==> src/rtl/instr_fetch_unit_if.sv <==
`default_nettype none
// ============================================================================
// Module      : instr_fetch_unit_if
// Description : Bundles the instruction-cache request/response handshake,
//               the decoder valid/ready handshake and the execute redirect
//               for instr_fetch_unit.
//               master : fetch unit side (drives imem_req/addr, dec_*)
//               slave  : cache + decoder + execute side
// Ports       : imem_req, imem_addr, imem_gnt, imem_rvalid, imem_rdata,
//               dec_valid, dec_ready, dec_instr, dec_pc,
//               redirect, redirect_pc
// Revision    : 1.0 - initial release
// ============================================================================
interface instr_fetch_unit_if #(
    parameter int ADDR_W = 32,
    parameter int DATA_W = 32
);
    logic              imem_req;
    logic [ADDR_W-1:0] imem_addr;
    logic              imem_gnt;
    logic              imem_rvalid;
    logic [DATA_W-1:0] imem_rdata;
    logic              dec_valid;
    logic              dec_ready;
    logic [DATA_W-1:0] dec_instr;
    logic [ADDR_W-1:0] dec_pc;
    logic              redirect;
    logic [ADDR_W-1:0] redirect_pc;

    modport master (
        output imem_req, imem_addr, dec_valid, dec_instr, dec_pc,
        input  imem_gnt, imem_rvalid, imem_rdata, dec_ready, redirect, redirect_pc
    );

    modport slave (
        input  imem_req, imem_addr, dec_valid, dec_instr, dec_pc,
        output imem_gnt, imem_rvalid, imem_rdata, dec_ready, redirect, redirect_pc
    );
endinterface
`default_nettype wire

==> src/rtl/instr_fetch_unit.sv <==
`default_nettype none
// ============================================================================
// Module      : instr_fetch_unit
// Description : Decoupled instruction prefetch front-end. Issues one word
//               request at a time to the instruction cache, buffers up to
//               DEPTH returned words (tagged with their fetch address) and
//               presents them to the decoder over valid/ready. A redirect
//               flushes the queue and discards any response still in flight.
// Ports       : clk, rst_n (async, active low), bus_io (master modport of
//               instr_fetch_unit_if: imem_*, dec_*, redirect*)
// Options     : IFU_BYPASS_EN - when defined, a response arriving while the
//               queue is empty is offered to the decoder in the same cycle.
// Revision    : 1.0 - initial release
// ============================================================================
module instr_fetch_unit #(
    parameter int                ADDR_W   = 32,
    parameter int                DATA_W   = 32,
    parameter int                DEPTH    = 4,
    parameter logic [ADDR_W-1:0] RESET_PC = '0
) (
    input  wire logic              clk,
    input  wire logic              rst_n,
    instr_fetch_unit_if.master     bus_io
);
    localparam int PTR_W = $clog2(DEPTH);
    localparam int CNT_W = PTR_W + 1;

    localparam logic [1:0] c_ST_IDLE = 2'd0;
    localparam logic [1:0] c_ST_REQ  = 2'd1;
    localparam logic [1:0] c_ST_WAIT = 2'd2;
    localparam logic [1:0] c_ST_DROP = 2'd3;

    localparam logic [CNT_W-1:0]  c_DEPTH   = CNT_W'(DEPTH);
    localparam logic [ADDR_W-1:0] c_PC_STEP = ADDR_W'(4);

    logic [1:0]        state_q,    state_d;
    logic [ADDR_W-1:0] fetch_pc_q, fetch_pc_d;
    logic [ADDR_W-1:0] req_pc_q,   req_pc_d;
    logic [CNT_W-1:0]  count_q,    count_d;
    logic [PTR_W-1:0]  rd_ptr_q,   rd_ptr_d;
    logic [PTR_W-1:0]  wr_ptr_q,   wr_ptr_d;
    logic [DATA_W-1:0] instr_mem_q [DEPTH];
    logic [ADDR_W-1:0] pc_mem_q    [DEPTH];

    logic w_byp;
    logic w_push;
    logic w_pop;

    // Same-cycle hand-off of a response straight to the decoder.
`ifdef IFU_BYPASS_EN
    assign w_byp = (count_q == '0) && (state_q == c_ST_WAIT) && bus_io.imem_rvalid;
`else
    assign w_byp = 1'b0;
`endif

    // A bypassed word that the decoder takes is never written to the queue.
    assign w_push = (state_q == c_ST_WAIT) && bus_io.imem_rvalid && !bus_io.redirect
                    && !(w_byp && bus_io.dec_ready);
    // Bypass only happens with an empty queue, so a pop always means a real entry.
    assign w_pop  = (count_q != '0) && !bus_io.redirect && bus_io.dec_ready;

    // Queue bookkeeping and fetch address tracking.
    always_comb begin
        count_d    = count_q;
        rd_ptr_d   = rd_ptr_q;
        wr_ptr_d   = wr_ptr_q;
        fetch_pc_d = fetch_pc_q;
        req_pc_d   = req_pc_q;
        if ((state_q == c_ST_REQ) && bus_io.imem_gnt) begin
            req_pc_d   = fetch_pc_q;
            fetch_pc_d = fetch_pc_q + c_PC_STEP;
        end
        if (bus_io.redirect) begin
            count_d    = '0;
            rd_ptr_d   = '0;
            wr_ptr_d   = '0;
            fetch_pc_d = {bus_io.redirect_pc[ADDR_W-1:2], 2'b00};
        end else begin
            if (w_push) wr_ptr_d = wr_ptr_q + PTR_W'(1);
            if (w_pop)  rd_ptr_d = rd_ptr_q + PTR_W'(1);
            case ({w_push, w_pop})
                2'b10:   count_d = count_q + CNT_W'(1);
                2'b01:   count_d = count_q - CNT_W'(1);
                default: count_d = count_q;
            endcase
        end
    end

    always_ff @(posedge clk or negedge rst_n) begin
        if (!rst_n) begin
            fetch_pc_q <= RESET_PC;
            req_pc_q   <= RESET_PC;
            count_q    <= '0;
            rd_ptr_q   <= '0;
            wr_ptr_q   <= '0;
            for (int i = 0; i < DEPTH; i++) begin
                instr_mem_q[i] <= '0;
                pc_mem_q[i]    <= '0;
            end
        end else begin
            fetch_pc_q <= fetch_pc_d;
            req_pc_q   <= req_pc_d;
            count_q    <= count_d;
            rd_ptr_q   <= rd_ptr_d;
            wr_ptr_q   <= wr_ptr_d;
            if (w_push) begin
                instr_mem_q[wr_ptr_q] <= bus_io.imem_rdata;
                pc_mem_q[wr_ptr_q]    <= req_pc_q;
            end
        end
    end

    // FSM: state register
    always_ff @(posedge clk or negedge rst_n) begin
        if (!rst_n) state_q <= c_ST_IDLE;
        else        state_q <= state_d;
    end

    // FSM: next state
    always_comb begin
        state_d = state_q;
        case (state_q)
            c_ST_IDLE: begin
                if (bus_io.redirect || (count_q < c_DEPTH)) state_d = c_ST_REQ;
            end
            c_ST_REQ: begin
                // A grant alongside a redirect leaves a stale response owed.
                if (bus_io.imem_gnt) state_d = bus_io.redirect ? c_ST_DROP : c_ST_WAIT;
            end
            c_ST_WAIT: begin
                // count_d is already zero on a redirect, so REQ is chosen then.
                if (bus_io.imem_rvalid)   state_d = (count_d < c_DEPTH) ? c_ST_REQ : c_ST_IDLE;
                else if (bus_io.redirect) state_d = c_ST_DROP;
            end
            c_ST_DROP: begin
                // A redirect here changes nothing: one stale response is still
                // owed and swallowing it always restarts at the latest fetch_pc.
                if (bus_io.imem_rvalid) state_d = c_ST_REQ;
            end
            default: state_d = c_ST_IDLE;
        endcase
    end

    // FSM: outputs
    always_comb begin
        bus_io.imem_req  = (state_q == c_ST_REQ);
        bus_io.imem_addr = fetch_pc_q;
        bus_io.dec_valid = ((count_q != '0) || w_byp) && !bus_io.redirect;
`ifdef IFU_BYPASS_EN
        bus_io.dec_instr = w_byp ? bus_io.imem_rdata : instr_mem_q[rd_ptr_q];
        bus_io.dec_pc    = w_byp ? req_pc_q          : pc_mem_q[rd_ptr_q];
`else
        bus_io.dec_instr = instr_mem_q[rd_ptr_q];
        bus_io.dec_pc    = pc_mem_q[rd_ptr_q];
`endif
    end

endmodule
`default_nettype wire

==> src/flat_wrapper.sv <==
// flat-port wrapper written by rule: the top's interface ports become plain ports
module instr_fetch_unit_flat 
#(
    parameter int                ADDR_W   = 32,
    parameter int                DATA_W   = 32,
    parameter int                DEPTH    = 4,
    parameter logic [ADDR_W-1:0] RESET_PC = '0
)
  (clk, rst_n, bus_io_imem_req, bus_io_imem_addr, bus_io_dec_valid, bus_io_dec_instr, bus_io_dec_pc, bus_io_imem_gnt, bus_io_imem_rvalid, bus_io_imem_rdata, bus_io_dec_ready, bus_io_redirect, bus_io_redirect_pc);
  instr_fetch_unit_if #(.ADDR_W(ADDR_W), .DATA_W(DATA_W)) bus_io_i ();
  input  wire logic clk;
  input  wire logic rst_n;
  output wire logic [$bits(bus_io_i.imem_req)-1:0] bus_io_imem_req;
  output wire logic [$bits(bus_io_i.imem_addr)-1:0] bus_io_imem_addr;
  output wire logic [$bits(bus_io_i.dec_valid)-1:0] bus_io_dec_valid;
  output wire logic [$bits(bus_io_i.dec_instr)-1:0] bus_io_dec_instr;
  output wire logic [$bits(bus_io_i.dec_pc)-1:0] bus_io_dec_pc;
  input wire logic [$bits(bus_io_i.imem_gnt)-1:0] bus_io_imem_gnt;
  input wire logic [$bits(bus_io_i.imem_rvalid)-1:0] bus_io_imem_rvalid;
  input wire logic [$bits(bus_io_i.imem_rdata)-1:0] bus_io_imem_rdata;
  input wire logic [$bits(bus_io_i.dec_ready)-1:0] bus_io_dec_ready;
  input wire logic [$bits(bus_io_i.redirect)-1:0] bus_io_redirect;
  input wire logic [$bits(bus_io_i.redirect_pc)-1:0] bus_io_redirect_pc;
  assign bus_io_imem_req = bus_io_i.imem_req;
  assign bus_io_imem_addr = bus_io_i.imem_addr;
  assign bus_io_dec_valid = bus_io_i.dec_valid;
  assign bus_io_dec_instr = bus_io_i.dec_instr;
  assign bus_io_dec_pc = bus_io_i.dec_pc;
  assign bus_io_i.imem_gnt = bus_io_imem_gnt;
  assign bus_io_i.imem_rvalid = bus_io_imem_rvalid;
  assign bus_io_i.imem_rdata = bus_io_imem_rdata;
  assign bus_io_i.dec_ready = bus_io_dec_ready;
  assign bus_io_i.redirect = bus_io_redirect;
  assign bus_io_i.redirect_pc = bus_io_redirect_pc;
  instr_fetch_unit #(.ADDR_W(ADDR_W), .DATA_W(DATA_W), .DEPTH(DEPTH), .RESET_PC(RESET_PC)) u_core (.clk(clk), .rst_n(rst_n), .bus_io(bus_io_i));
endmodule
==> config.mk <==
export PLATFORM = sky130hd
export DESIGN_NAME = instr_fetch_unit_flat
export DESIGN_NICKNAME = d
export VERILOG_FILES = /design/src/rtl/instr_fetch_unit_if.sv /design/src/rtl/instr_fetch_unit.sv /design/src/flat_wrapper.sv
export SDC_FILE = /design/constraint.sdc
export NUM_CORES = 1
export LEC_CHECK = 0
export ABC_AREA = 0
export CORE_ASPECT_RATIO = 0.5
export CORE_MARGIN = 2
export CORE_UTILIZATION = 50
export CTS_CLUSTER_DIAMETER = 60
export DETAILED_ROUTE_END_ITERATION = 10
export GPL_TIMING_DRIVEN = 1
export HOLD_SLACK_MARGIN = 0.03
export PLACE_DENSITY = 0.75
export SLEW_MARGIN = 40
export SYNTH_ARGS = -nofsm -noshare
export SYNTH_HDL_FRONTEND = slang
export SYNTH_SLANG_ARGS = --single-unit
==> constraint.sdc <==
create_clock -name clk -period 2.61 [get_ports clk]
set_clock_uncertainty 0.2 [all_clocks]
set_input_delay 0.522 -clock clk [delete_from_list [all_inputs] [get_ports clk]]
set_output_delay 0.522 -clock clk [all_outputs]
set_load 0.005 [all_outputs]
After elaboration in Yosys (flattened, before gate mapping)

Cells that the tools add are included.

Add/subtract/negate cells: 5
Order comparisons: 5
Equal/unequal tests: 9
Mux-type cells: 26
Bitwise operators: 2
Reduce and logical (&&, ||, !) cells: 14

Operators by type and width:

| cell                  | count |
|---|---|
| $bwmux 128            | 2 |
| $mux 32               | 7 |
| $bmux 32 s2           | 2 |
| $demux 32 s2          | 1 |
| $add 32x3->32 const B | 1 |
| $mux 2                | 9 |
| $pmux 2 s4            | 1 |
| $eq 2x2->1 const B    | 3 |
| $ge 3x3->1 const B    | 2 |
| $logic_and 1x1->1     | 6 |
| $lt 3x3->1 const B    | 2 |
| $not 2->3             | 2 |
| $pmux 3 s2            | 1 |
| $reduce_bool 2->1     | 3 |
| $add 2x1->2 const B   | 2 |
| $eq 2x1->1 const B    | 2 |
| $ne 2x1->1 const B    | 2 |
| $reduce_and 4->1      | 1 |
| $add 3x1->3 const B   | 1 |
| $lt 3x1->1 const B    | 1 |
| $mux 3                | 1 |
| $ne 3x3->1 const B    | 1 |
| $reduce_bool 3->1     | 1 |
| $sub 3x1->3 const B   | 1 |
| 5 further kinds       | 6 |

Flip-flop bits (word level): 329
Input port bits: 70
Word-level logic and storage cells: 75

Logic depth before layout (Yosys ltp)

Depth in word-level cells: 10
Depth in mapped cells: 13
Gate-level depth less buffers: 13

Worst setup path after synthesis

OpenSTA, ideal clock, no wires.

Path kind: register to register
From: register u_core.state_q[0]
To: register u_core.state_q[0]
Library setup time: 0.088 ns
Arrival time: 2.377 ns
Required time: 2.322 ns
Setup slack: -0.055 ns
Cell stages (with the launch flop): 14
Buffers on the path: 0
Period minus slack after synthesis: 2.665 ns
Cells stage by stage: dfrtp_1 -> inv_1 -> ha_1 -> nand2_1 -> nor2_1 -> inv_1 -> ha_1 -> xor2_1 -> ha_1 -> a21oi_1 -> mux2i_1 -> xor2_1 -> nor2_1 -> a41oi_1

Word-level cells in the longest chain between the ends: 10
Elaborated cells on any way between the ends: 19
Classes of those cells: order compare: 1; eq/ne: 9; mux: 5; reduce/logical: 4

Ends and longest elaborated chain:

| what                                            | line                    | source |
|---|---|---|
| from (decl)                                     | instr_fetch_unit.sv:36  | `logic [1:0] state_q, state_d;` |
| from (signal assigned)                          | instr_fetch_unit.sv:115 | `if (!rst_n) state_q <= c_ST_IDLE;` |
| from (signal assigned)                          | instr_fetch_unit.sv:116 | `else state_q <= state_d;` |
| $eq 2x2->1 (*)                                  | instr_fetch_unit.sv:57  | `assign w_push = (state_q == c_ST_WAIT) && bus_io.imem_rvalid && !bus_io.redirect` |
| $logic_and 1x1->1 (*) (2 in a row)              | instr_fetch_unit.sv:57  |  |
| $eq 2x1->1 / $eq 2x2->1 (equally long branches) | instr_fetch_unit.sv:81  | `case ({w_push, w_pop})` |
| $pmux 3 s2 (*)                                  | instr_fetch_unit.sv:81  |  |
| $mux 3 (*)                                      | instr_fetch_unit.sv:73  | `if (bus_io.redirect) begin` |
| named net u_core.count_d[2]                     | instr_fetch_unit.sv:39  | `logic [CNT_W-1:0] count_q, count_d;` |
| $lt 3x3->1 (*)                                  | instr_fetch_unit.sv:132 | `if (bus_io.imem_rvalid) state_d = (count_d < c_DEPTH) ? c_ST_REQ : c_ST_IDLE;` |
| $mux 1 (*)                                      | instr_fetch_unit.sv:132 |  |
| $mux 2 (*)                                      | instr_fetch_unit.sv:132 |  |
| $pmux 2 s4 (*)                                  | instr_fetch_unit.sv:122 | `case (state_q)` |

Mark *: on every way through the listed nets, which the timed path passes. The rest lies on a longest branch.
A chain may end at the register's enable or synchronous reset.

Final worst setup path

From: register u_core.rd_ptr_q[0]
To: output bus_io_dec_pc[12]

Word-level cells in the longest chain between the ends: 4

Ends and longest elaborated chain:

| what                                       | line                    | source |
|---|---|---|
| from (decl)                                | instr_fetch_unit.sv:40  | `logic [PTR_W-1:0] rd_ptr_q, rd_ptr_d;` |
| from (signal assigned)                     | instr_fetch_unit.sv:104 | `rd_ptr_q <= rd_ptr_d;` |
| $not 2->3 (implied by the code)            | instr_fetch_unit.sv:154 | `bus_io.dec_pc = pc_mem_q[rd_ptr_q];` |
| $bmux 32 s2                                | instr_fetch_unit.sv:154 |  |
| $mux 32 (implied by the code) (2 in a row) | instr_fetch_unit.sv:154 |  |
| to (decl)                                  | flat_wrapper.sv:17      | `output wire logic [$bits(bus_io_i.dec_pc)-1:0] bus_io_dec_pc;` |

No other way between the ends. The select of a mux whose other input is x is not followed.

==> results.ini <==
[run_status]
status=finished with violations
violations=setup timing

[cells_and_area]
final_cell_mix=315 x dfrtp_1, 276 x mux2_2, 97 x clkdlybuf4s50_1
drive_gt1_share_pct=46.7
fin_nets=1233
area_growth_pct=26.9
nFillCells=2018
layout_commonest_cell=dfrtp_1

[critical_path]
end_kind=output pin
required_ns=1.89
cp-start-kind=flip-flop
critPathArrivalTime_ns=2.08
path_max_fanout=6
worstSetupPathType=flip-flop to output pin

[logic_synthesis]
ys_seq_area_share_pct=56.7
syn_inst=932
netlist_area_um2=14000
synth_edf_count=0
postSynth.asyncResetShare_pct=100
avgSynthCellArea_um2=15.0
synth_ff_type=dfrtp_1
yosysWarnings=0
ys_types=36
ys_ff_latch=317

[timing]
slew_viol_final=0
worst_slack_ns=-0.196
hold_viol=0
fmax_ghz=0.356
relSlewSlack_pct=57.0
period_needed_ns=2.81
setup_viol=60
rsz0062_at_grt=true
post-route-period-util_pct=108
worstMarginPinSlew_ns=0.645
setup-tns-final_ns=-6.13

[floorplanning]
die_area_um2=29400
die_w_um=241
start_util_pct=50.7
rows=43
io_pins=168
fp.coreArea_um2=27600
die_h_um=122

[clock_tree]
cts-root-buf=clkbuf_16
cts_tree=built
path_clk_slew_ns=0.07
clk_path_buf_depth=3
cts_made_buffers=29
cts.htree.levels=1
clk_latency_ns=0.55
clock-sinks=317

[global_routing]
grt_pass1_vias=9350
grt_pass1_wl_um=50200
grt_usage_pct=22.1
grt_overflow_total=0
antenna_found_initial=1
grt_max_degree=59

[power_and_ir_drop]
comb_power_share_pct=22.7
switching_power_mw=3.65
internal-power_mw=10.0
power_frac_seq_pct=47.2
p_sw_share_pct=26.7
p_per_area_nw_per_um2=769
power_mw=13.7
p_clk_share_pct=30.2
leakagePower_nw=8.36
irDropWorstVdd_mv=0.454

[placed_design]
pre_cts_ws_ns=-0.328
place.gp.congestion=0.785
portBuffers=161
hpwlAfterDp_um=20200

[worst_hold_path]
hold_class=input pin to flip-flop

[route]
first_pass_iters=5
totalWireLength_um=31600
ant_nets=0
vias_per_cell=5.52
num_vias=8588
wl_per_cell_um=20.3
drt_iter0_drc=488
drc=0

[run]
maxCapViolCount=0

-- power by group through the flow --
stage | clock network [mW] | registers [mW] | logic (mW)
2_1_floorplan | 0 | 6.32 | 1.73
3_3_place_gp | 0 | 6.44 | 3.28
3_5_place_dp | 0 | 6.53 | 3.36
4_1_cts | 4.22 | 6.44 | 3.01
5_1_grt | 4.46 | 6.57 | 3.35
6_report | 4.12 | 6.45 | 3.10
-- final timing paths --
kind | startpoint | endpoint | slack [ns] | cells past startpoint
setup / recovery | u_core.rd_ptr_q[0] | bus_io_dec_pc[12] | -0.20 | 5
hold / removal | bus_io_redirect | u_core.bus_io.imem_addr[2] | 0.28 | 4
setup reg to reg | u_core.count_q[1] | u_core.state_q[0] | 0.10 | 12
hold reg to reg | u_core.pc_mem_q[47] | u_core.pc_mem_q[47] | 0.30 | 1
max in group asynchronous | rst_n | u_core.instr_mem_q[109] | 1.22 | 3
min in group asynchronous | rst_n | u_core.pc_mem_q[106] | 0.30 | 2
-- final cells by class --
class,count,area [um^2],share of cell area [%]
multi-input cells,550,5890,33.1
clock buffers,44,862,4.85
clock inverters,9,56.3,0.317
diodes,1,2.50,0.0141
repair buffers,239,2490,14.0
well taps,382,478,2.69
flip-flops and latches,317,7940,44.7
inverters,13,51.3,0.289
-- flip-flops by register name (all words and copies together), names as in the netlist --
signal / cells
u_core.bus_io.imem_addr: 30
u_core.rd_ptr_q: 2
u_core.count_q: 3
u_core.state_q: 2
u_core.req_pc_q: 30
u_core.pc_mem_q: 120
u_core.wr_ptr_q: 2
u_core.instr_mem_q: 128
-- timing repair --
item	CTS	global route
resized for setup	271	35
cloned	4	0
buffers inserted	20	6
pin swaps	2	4
endpoints found under the hold margin	51	0
endpoints found under the setup margin	64	63
hold buffers	1	0
-- critical path: stages, from the launching register on --
cell     delay [ns]
dfrtp_4        0.50
buf_8          0.16
buf_12         0.14
buf_12         0.12
mux4_2         0.45
buf_2          0.15
-- stage by stage --
| step | util [%] | std cells | hold WS [ns] | instance area, um^2 |
|---|---|---|---|---|
| after floorplan | - | 935 | 0.0264 | 14000 |
| after global placement | 60.0 | 1474 | 0.281 | 16600 |
| after detailed placement | 60.0 | 1474 | 0.287 | 16600 |
| after CTS | 63.8 | 1552 | 0.267 | 17600 |
| after global routing | 64.4 | 1555 | 0.299 | 17800 |
| final | 64.4 | 1555 | 0.279 | 17800 |
-- kinds of logic after synthesis --
logic type                 synth area share, %
and+or+nand+nor                           3.99
AOI/OAI and AO/OA                         1.67
muxes                                     32.4
xor gates and xnor gates                  2.06
buffers and inverters                     2.04
DFF                                       56.7
adders and majority gates                 1.16
other                                   0.0268
-- layer usage --
| metal | vias to the layer above | global-route usage [%] | share of wire (%) |
|---|---|---|---|
| li1 | 3824 | - | - |
| met1 | 4599 | 28.9 | 43 |
| met2 | 120 | 38.8 | 52 |
| met3 | 45 | 3.51 | 2.8 |
| met4 | 0 | 5.63 | 2.2 |
| met5 | - | 0 | 0 |
-- cells in the mapped netlist (9+ instances only) --
master    count  area (um^2)
o21ai_0      21          105
dfrtp_1     317         7930
mux4_2       62         1400
nor2_1       17         63.8
inv_1        13         48.8
o21ai_1      10         50.1
xor2_1       13          114
nand3_1      11         55.1
nand4_1       9         56.3
ha_1         13          163
nand2_1      50          188
xnor2_1      20          175
mux2_2      276         3110
clkbuf_1     43          161
Power figures use the tool's default switching activity.
